[src/rtl/weight_kernel_bank.sv]
`default_nettype none
// ============================================================================
// Module   : weight_kernel_bank
// Desc     : Bank of signed KERNEL_HEIGHT x KERNEL_WIDTH weight kernels loaded
//            by raster-order valid/ready beats and read out combinationally.
//            Define WEIGHT_KERNEL_SHADOW_EN for double-buffered loads + swap.
// Revision : 1.0
// ============================================================================
module weight_kernel_bank #(
  parameter int                              KERNEL_WIDTH   = 3,
  parameter int                              KERNEL_HEIGHT  = 3,
  parameter int                              WEIGHT_WIDTH   = 8,
  parameter int                              NUM_KERNELS    = 4,
  parameter logic signed [WEIGHT_WIDTH-1:0]  DEFAULT_WEIGHT = 8'sb00100000
) (
  input  logic                                                              clk_i,
  input  logic                                                              rst_ni,
  input  logic                                                              load_valid_i,
  output logic                                                              load_ready_o,
  input  logic signed [WEIGHT_WIDTH-1:0]                                    load_data_i,
  input  logic [((NUM_KERNELS > 1) ? $clog2(NUM_KERNELS) : 1)-1:0]          load_kernel_i,
  input  logic                                                              swap_i,
  input  logic [((NUM_KERNELS > 1) ? $clog2(NUM_KERNELS) : 1)-1:0]          rd_kernel_i,
  output logic signed [KERNEL_HEIGHT-1:0][KERNEL_WIDTH-1:0][WEIGHT_WIDTH-1:0] weight_o,
  output logic [NUM_KERNELS-1:0]                                            pending_o,
  output logic                                                              busy_o
);

  localparam int c_N_ELEM = KERNEL_HEIGHT * KERNEL_WIDTH;
  localparam int c_KSEL_W = (NUM_KERNELS > 1) ? $clog2(NUM_KERNELS) : 1;
  localparam int c_CNT_W  = (c_N_ELEM > 1) ? $clog2(c_N_ELEM) : 1;

  typedef enum logic [0:0] {
    S_IDLE = 1'b0,
    S_LOAD = 1'b1
  } state_e;

  state_e                          r_state;
  logic [c_CNT_W-1:0]              r_beat;
  logic [c_KSEL_W-1:0]             r_kern;
  logic                            r_busy;
  logic signed [WEIGHT_WIDTH-1:0]  r_active [NUM_KERNELS][c_N_ELEM];

  logic                            w_accept;
  logic                            w_last;
  logic                            w_kvalid;
  logic [c_KSEL_W-1:0]             w_kern;

  // The target kernel is taken straight from the port on the first beat and
  // from the latched copy for every later beat of the same load.
  assign w_kern   = (r_state == S_IDLE) ? load_kernel_i : r_kern;
  assign w_kvalid = (int'(w_kern) < NUM_KERNELS);
  assign w_accept = load_valid_i & load_ready_o;
  assign w_last   = (r_beat == c_CNT_W'(c_N_ELEM - 1));
  assign busy_o   = r_busy;

`ifdef WEIGHT_KERNEL_SHADOW_EN
  logic signed [WEIGHT_WIDTH-1:0]  r_shadow [NUM_KERNELS][c_N_ELEM];
  logic [NUM_KERNELS-1:0]          r_pending;

  assign load_ready_o = ~swap_i;
  assign pending_o    = r_pending;
`else
  logic w_unused_swap;

  assign w_unused_swap = swap_i;
  assign load_ready_o  = 1'b1;
  assign pending_o     = '0;
`endif

  always_ff @(posedge clk_i) begin
    if (!rst_ni) begin
      r_state <= S_IDLE;
      r_beat  <= '0;
      r_kern  <= '0;
      r_busy  <= 1'b0;
      for (int k = 0; k < NUM_KERNELS; k++) begin
        for (int i = 0; i < c_N_ELEM; i++) begin
          r_active[k][i] <= DEFAULT_WEIGHT;
`ifdef WEIGHT_KERNEL_SHADOW_EN
          r_shadow[k][i] <= DEFAULT_WEIGHT;
`endif
        end
      end
`ifdef WEIGHT_KERNEL_SHADOW_EN
      r_pending <= '0;
`endif
    end else begin
`ifdef WEIGHT_KERNEL_SHADOW_EN
      // load_ready_o is low while swapping, so no beat can race the copy.
      if (swap_i) begin
        for (int k = 0; k < NUM_KERNELS; k++) begin
          if (r_pending[k]) begin
            r_active[k]  <= r_shadow[k];
            r_pending[k] <= 1'b0;
          end
        end
      end
`endif
      if (w_accept) begin
        if (w_kvalid) begin
`ifdef WEIGHT_KERNEL_SHADOW_EN
          r_shadow[w_kern][r_beat] <= load_data_i;
          if (r_state == S_IDLE) begin
            r_pending[w_kern] <= 1'b0;
          end
          if (w_last) begin
            r_pending[w_kern] <= 1'b1;
          end
`else
          r_active[w_kern][r_beat] <= load_data_i;
`endif
        end
        if (r_state == S_IDLE) begin
          r_kern <= load_kernel_i;
        end
        if (w_last) begin
          r_state <= S_IDLE;
          r_beat  <= '0;
          r_busy  <= 1'b0;
        end else begin
          r_state <= S_LOAD;
          r_beat  <= r_beat + 1'b1;
          r_busy  <= 1'b1;
        end
      end
    end
  end

  always_comb begin
    weight_o = '0;
    if (int'(rd_kernel_i) < NUM_KERNELS) begin
      for (int r = 0; r < KERNEL_HEIGHT; r++) begin
        for (int c = 0; c < KERNEL_WIDTH; c++) begin
          weight_o[r][c] = r_active[rd_kernel_i][r*KERNEL_WIDTH + c];
        end
      end
    end
  end

endmodule
`default_nettype wire

[config.mk]
export PLATFORM = sky130hd
export DESIGN_NAME = weight_kernel_bank
export DESIGN_NICKNAME = d
export VERILOG_FILES = /design/src/rtl/weight_kernel_bank.sv
export SDC_FILE = /design/constraint.sdc
export NUM_CORES = 1
export LEC_CHECK = 0
export BUFFER_PORTS_ARGS = -buffer_cell sky130_fd_sc_hd__buf_2
export CAP_MARGIN = 10
export CORE_ASPECT_RATIO = 0.6
export CORE_MARGIN = 5
export CORE_UTILIZATION = 45
export DETAILED_ROUTE_END_ITERATION = 8
export RECOVER_POWER = 50
export SYNTH_ARGS = -nofsm -noshare
export SYNTH_HDL_FRONTEND = slang
export SYNTH_SLANG_ARGS = --single-unit
[constraint.sdc]
create_clock -name clk_i -period 2.9 [get_ports clk_i]
set_input_delay 0.29 -clock clk_i [delete_from_list [all_inputs] [get_ports clk_i]]
set_output_delay 0.29 -clock clk_i [all_outputs]
set_load 0.02 [all_outputs]
### Word level (Yosys, flattened, before mapping)

Memories as Yosys holds them, arrays and structs flattened.
Index checks and enable logic that the tools add are counted.
W data, S select, Z words.

* input bits: 16
* RAM bits: 288
* memory bits (read-only): 0
* word-level logic and storage cells: 23
* bits in latches: 0
* bits in registers: 7
* memories: 1
* output and inout bits: 78

Memories
* r_active: words 4, bits a word 72, read ports 1, clocked after memory_dff 0, write ports 4, RTL line 42 `logic signed [WEIGHT_WIDTH-1:0] r_active [NUM_KERNELS][c_N_ELEM];`

* multiplexer cells: 12
* reduce and logical (&&, ||, !) cells: 2
* div/mod/pow operators: 0
* $lt $le $gt $ge: 2
* eq/ne operators: 1
* bitwise gates (word level): 1
* add/sub/neg operators: 1
* multipliers: 0
* shift operators: 0

Operators by type and width (number)
* $mux W72: 3
* $reduce_or A72 Y1: 1
* $demux W8 S4: 1
* $mux W8: 1
* $ge A5 B5 Y1 const B: 1
* $lt A5 B1 Y1 const B: 1
* $not A4 Y5: 1
* $add A4 B1 Y4 const B: 1
* $eq A4 B4 Y1 const B: 1
* $mux W1: 4
* $mux W2: 2
* $mux W4: 1
* $logic_and A1 B1 Y1: 1

### Logic depth before layout (Yosys ltp)

Gate-level depths: netlist of run 1.

* depth in word-level cells: 8
* gate-level depth with buffers: 7
* gate-level depth less buffers: 5

### Worst setup path after synthesis of run 1

No wires, ideal clock.

* path kind: register to register
* start: register busy_o (netlist name)
* end: memory r_active[0][10] (netlist name), enable pin
* required time: 2.516 ns
* library setup time: 0.384 ns
* arrival: 1.979 ns
* cell stages (with the launch flop): 6
* period minus slack after synthesis: 2.363 ns
* setup slack: 0.537 ns
* cell sequence: dfxtp_1 buf_4 nor3b_2 nor2_2 buf_6 o21ai_0

RTL lines (RTL line)
* end, declared: 42

==> results of run 1 <==
## final timing paths
| path | cells past startpoint | slack, ps | from | end |
|---|---|---|---|---|
| worst min-delay path | 3 | 100 | load_kernel_i[0] | r_kern[0] |
| worst min register to register | 2 | 560 | r_beat[0] | r_beat[0] |
| worst max-delay path | 5 | 370 | r_beat[3] | r_active[3][26] |
| worst max register to register | 5 | 370 | r_beat[3] | r_active[3][26] |
## cells by family after synthesis
logic type | count (synthesis) | share of synthesized area
AND/OR/NAND/NOR | 339 | 0.1349
AO/OA/AOI/OAI | 60 | 0.02526
adder cells (fa/ha/maj) | 4 | 0.003828
flip-flops | 295 | 0.6722
other | 2 | 0.0005744
buffers and inverters | 96 | 0.03541
multiplexers | 77 | 0.1278
## synth_stat cells (all sizes together)
master and n:
and3 120, or3 28, nand3 10, a32oi 1, buf 38, and2 7, nor3 1, and4b 1
nor3b 2, o2bb2ai 1, nand2 21, inv 2, a21boi 2, or2 1, o21ai 52, a32o 1
o21ba 1, nor2 136, nand3b 1, mux4 72, nor2b 7, nand2b 1, a2bb2oi 1, edfxtp 288
a211o 1, clkbuf 56, conb 2, mux2i 5, and4bb 1, ha 4, and3b 2, dfxtp 7
## layout make-up
class                           count  area share
Sequential cell                   295      0.5845
Multi-Input combinational cell    485      0.2547
Timing Repair Buffer              167     0.05950
Clock buffer                       39     0.05476
Tap cell                          375     0.03121
Clock inverter                     13     0.01481
Inverter                            2   0.0004993
## per-layer routing
metal	share of wire	track usage	up-vias
met5	0	0	-
met4	0.017	0.03834	0
li1	-	-	3520
met2	0.45	0.3348	320
met3	0.081	0.04726	51
met1	0.45	0.3330	4190
## power by group
part	total (uW)	switching, uW	internal (uW)	leakage [uW]
Combinational	851	593	258	0.00204
Clock	4140	1620	2510	0.000506
Sequential	4850	49.1	4800	0.00291
Total	9840	2260	7580	0.00545
## flip-flops by register name (all words and copies together) (netlist names)
name,count
busy_o,1
r_kern,2
r_active,288
r_beat,4
## worst min-delay path, cell delays in order
cell,delay (ps)
buf_2,140
mux2i_1,90
nor2b_1,90
## per-stage QoR
stage | cell area (um2) | total power, uW | hold WS, ps
detailed placement | 14210 | 5837 | 551.1
CTS | 15260 | 9937 | 82.61
global placement | 14210 | 5824 | 518.1
global route | 15040 | 10140 | 134.3
finish | 15040 | 9839 | 101.0
floorplan | 13090 | 5441 | 459.5
==> impl_metrics.yaml, run 1 <==
status:
  status: "complete, no violations"
floorplan:
  die_h_um: 142.0
  die_w_um: 230.1
  fp-row-count: 48
  ios: 94
  initial_core_util: 0.4555
  dieArea_um2: 32680
  core_um2: 28710
timing:
  worstMarginPinSlew_ps: 1031
  slew_viol_final: 0
  rsz0062_at_grt: "no"
  setup_violations: 0
  max-slew-margin-rel: 0.3054
  skew_ps: 13.18
  period_needed_ps: 2534
  setup_ws_ps: 366.2
  fmax_mhz: 394.7
  finalHoldViolations: 0
  fin_setup_tns_ps: 0
  period_share: 0.8737
placement:
  dp_cells: 1324
  place_ws_ps: 570.9
  port_buffers: 87
  place_congestion: 0.8009
  dp_hpwl_um: 22390
critical_path:
  crit_required_ps: 3090
  crit_family: "buffers and inverters"
  crit_arrival_ps: 2720
  critPathMaxStageDelay_ps: 470
  crit_buf_inv: 2
  crit_path_cell_trace: "and4b_1, clkbuf_1, nand2_1, o21ai_0, clkbuf_1"
  crit_path_frequent_cell: "clkbuf_1"
  cp-start-kind: "flip-flop"
  path_class: "flip-flop to flip-flop"
  slowest_stage: "clkbuf_1"
  path_max_fanout: 9
  critical_path.endpoint_type: "flip-flop"
detailed_routing:
  vias_per_cell: 5.873
  drtIter0Drc: 877
  wl_per_cell_um: 26.08
  ant_nets: 0
  vias: 8081
  drt-pass1-iter-count: 5
  drt_wl_total_um: 35890
  drcViolationCount: 0
final_layout:
  diodes: 0
  fin_util: 0.5238
  syn2layout_area_growth_pct: 15.00
  seqCellArea_um2: 8788
  final_cells: 1376
  drive_gt1_frac: 0.2148
  multi_input_area_um2: 3830
  most-common-layout-cells: "edfxtp_1, nor2_1, and3_1, clkbuf_1, mux4_2"
  layout_commonest_cell: "edfxtp_1"
  filler_cell_count: 2412
  final_net_count: 999
yosys:
  ys_seq_area_frac: 0.6722
  avgSynthCellArea_um2: 14.98
  synthTopCellsByArea: "edfxtp_1, mux4_2, and3_1, nor2_1, clkbuf_1"
  synth_cell_types: 39
  synth_area_leader_cell: "edfxtp_1"
  syn_inst: 873
  yosysWarningCount: 0
  synth_top_area_share: 0.6614
  syn_area_um2: 13080
  ys_ff_latch: 295
global_route:
  grt_pass1_vias: 7992
  globalRoute.totalOverflow: 0
  grt_pass1_wl_um: 53380
  grt_max_degree: 45
  antenna_found_initial: 1
  track_usage: 0.2189
pwr:
  vdd_ir_drop_max_mv: 0.3899
  p_leak_uw: 0.005450
  powerDensity_nw_per_um2: 654.4
cts:
  ctsHoldBuffers: 0
  cts.sinks: 295
  cts_buffers: 28
  post_cts_buffers: 0
  clkLatencyLatePin_ps: 560
  cts_max_level: 1
  cts_resized: 0
  root_buffer: "clkbuf_16"
  tritoncts: "yes"
  path_clk_slew_ps: 70
  cts_buffer_depth: 3
worst_hold_path:
  holdCritPathClass: "input port to flip-flop"
flow_run:
  cap_violations: 0
Power figures use the tool's default switching activity.
==> run 2: changes to the inputs <==
--- a/config.mk
+++ b/config.mk
@@ -15,3 +15,4 @@
 export SYNTH_ARGS = -nofsm -noshare
 export SYNTH_HDL_FRONTEND = slang
 export SYNTH_SLANG_ARGS = --single-unit
+export TNS_END_PERCENT = 5
==> constraint.sdc (replaced) <==
create_clock -name clk_i -period 2.9 [get_ports clk_i]
set_input_delay 0.29 -clock clk_i [delete_from_list [all_inputs] [get_ports clk_i]]
set_output_delay 0.29 -clock clk_i [all_outputs]
set_load 0.1 [all_outputs]
==> run 2 against run 1 <==
Flip-flop and latch count unchanged; combinational power up 59%; via count down 0.63%; core utilization up 0.10 points; count of clock-buffer cells in the layout up 3; design area up 0.20%; die area unchanged; critical path depth unchanged; critical endpoint is now r_active[1][42].
==> impl_metrics.yaml, run 2 (synthesized netlist as in run 1, its figures left out) <==
timing:
  setup_ws_ps: 368.6
  fmax_mhz: 395.0
  max-slew-margin-rel: 0.1382
  slew_viol_final: 0
  worstMarginPinSlew_ps: 1293
  finalHoldViolations: 0
  fin_setup_tns_ps: 0
  skew_ps: 8.886
  setup_violations: 0
  period_needed_ps: 2531
  rsz0062_at_grt: "no"
  period_share: 0.8729
detailed_routing:
  vias_per_cell: 5.815
  ant_nets: 0
  vias: 8030
  wl_per_cell_um: 25.45
  drt_wl_total_um: 35150
  drcViolationCount: 0
  drt-pass1-iter-count: 5
  drtIter0Drc: 872
critical_path:
  r2r_cells: 5
  path_max_fanout: 15
  r2r_start: "r_kern[1]"
  slowest_stage: "nor2_1"
  rr_endpoint: "r_active[1][42]"
  critical_path.endpoint_type: "flip-flop"
  cp-start-kind: "flip-flop"
  crit_start: "r_kern[1]"
  crit_required_ps: 3200
  r2r_slack_ps: 370
  crit_path_frequent_cell: "buf_4"
  path_class: "flip-flop to flip-flop"
  critPathMaxStageDelay_ps: 890
  crit_path_cell_trace: "and3b_1, nor2_1, buf_4, o21ai_0, buf_4"
  crit_arrival_ps: 2840
pwr:
  powerDensity_nw_per_um2: 664.9
  p_leak_uw: 0.005560
  vdd_ir_drop_max_mv: 0.4049
final_layout:
  final_net_count: 1004
  most-common-layout-cells: "edfxtp_1, nor2_1, and3_1, mux4_2, buf_2"
  top_regs: "r_active x288, r_beat x4, r_kern x2"
  drive_gt1_frac: 0.2515
  fin_util: 0.5248
  regMostFlops: "r_active"
  final_cells: 1381
  largest_reg_flops: 288
  filler_cell_count: 2467
  syn2layout_area_growth_pct: 15.22
  layout_commonest_cell: "edfxtp_1"
  diodes: 0
cts:
  ctsHoldBuffers: 0
  path_clk_slew_ps: 60
  cts_buffers: 28
  cts_max_level: 1
  root_buffer: "clkbuf_16"
  tritoncts: "yes"
  clkLatencyLatePin_ps: 560
  cts_buffer_depth: 3
  post_cts_buffers: 0
  cts.sinks: 295
  cts_resized: 0
floorplan:
  die_w_um: 230.1
  initial_core_util: 0.4555
  fp-row-count: 48
  dieArea_um2: 32680
  core_um2: 28710
  ios: 94
  die_h_um: 142.0
flow_run:
  cap_violations: 0
worst_hold_path:
  worstHoldStart: "load_kernel_i[0]"
  worstHoldPathCells: 3
  min_to: "r_kern[0]"
  holdCritPathClass: "input port to flip-flop"
global_route:
  grt_max_degree: 57
  antenna_found_initial: 0
  grt_pass1_wl_um: 52360
  globalRoute.totalOverflow: 0
  track_usage: 0.2152
  grt_pass1_vias: 7852
placement:
  dp_cells: 1329
  place_congestion: 0.7819
  place_ws_ps: 498.8
  dp_hpwl_um: 22200
  port_buffers: 87
status:
  status: "complete, no violations"
## run 2: changes by cell type in the layout (fill, tap and decap cells not counted), sizes merged
| cell | before | now |
|---|---|---|
| bufinv | 6 | 3 |
| buf | 84 | 130 |
| clkinvlp | 3 | 1 |
| clkbuf | 122 | 84 |
| clkinv | 4 | 6 |
## run 2: area by class of cell
| type | instances | area, um2 | share of cell area |
|---|---|---|---|
| Clock buffer | 42 | 824.5 | 0.05473 |
| Clock inverter | 10 | 128.9 | 0.008554 |
| Inverter | 2 | 7.507 | 0.0004983 |
| Multi-Input combinational cell | 485 | 3851 | 0.2556 |
| Sequential cell | 295 | 8790 | 0.5834 |
| Tap cell | 375 | 469.2 | 0.03114 |
| Timing Repair Buffer | 172 | 994.7 | 0.06602 |
## run 2: critical path, delay by kind of cell, from the launching register on
family / cells / cell delay (ps)
buffers and inverters: 2 / 550
AND/OR/NAND/NOR: 2 / 1180
flip-flops: 1 / 430
AO/OA/AOI/OAI: 1 / 100
## run 2: where the power goes
group          internal [uW]  switching [uW]  total [uW]
sequential              4800            46.8        4850
clock                   2230            1590        3820
combinational            272            1080        1350
total                   7300            2710       10000
## run 2: stage by stage
| stage | hold WS, ps | area (um2) | power (uW) |
|---|---|---|---|
| 6_report | 81.54 | 15070 | 10020 |
| 5_1_grt | 120.4 | 15070 | 10320 |
| 4_1_cts | 67.10 | 15200 | 10090 |
| 3_5_place_dp | 538.0 | 14250 | 6321 |
| 3_3_place_gp | 530.2 | 14250 | 6311 |
| 2_1_floorplan | 459.5 | 13090 | 5932 |
## run 2: per-layer routing
metal,GRT usage,vias to the layer above,share of wire
met2,0.3287,316,0.46
met4,0.03677,0,0.017
met1,0.3304,4146,0.45
met5,0,-,0
li1,-,3525,-
met3,0.04267,43,0.078
## run 2: how the worst max path moves through the flow
stage,slack [ps],depth (start not counted),endpoint
2_1_floorplan,270,5,r_active[0][10]
3_3_place_gp,500,5,r_active[3][42]
3_5_place_dp,500,5,r_active[3][42]
4_1_cts,500,4,r_active[3][47]
5_1_grt,200,5,r_active[1][42]
6_report,370,5,r_active[1][42]
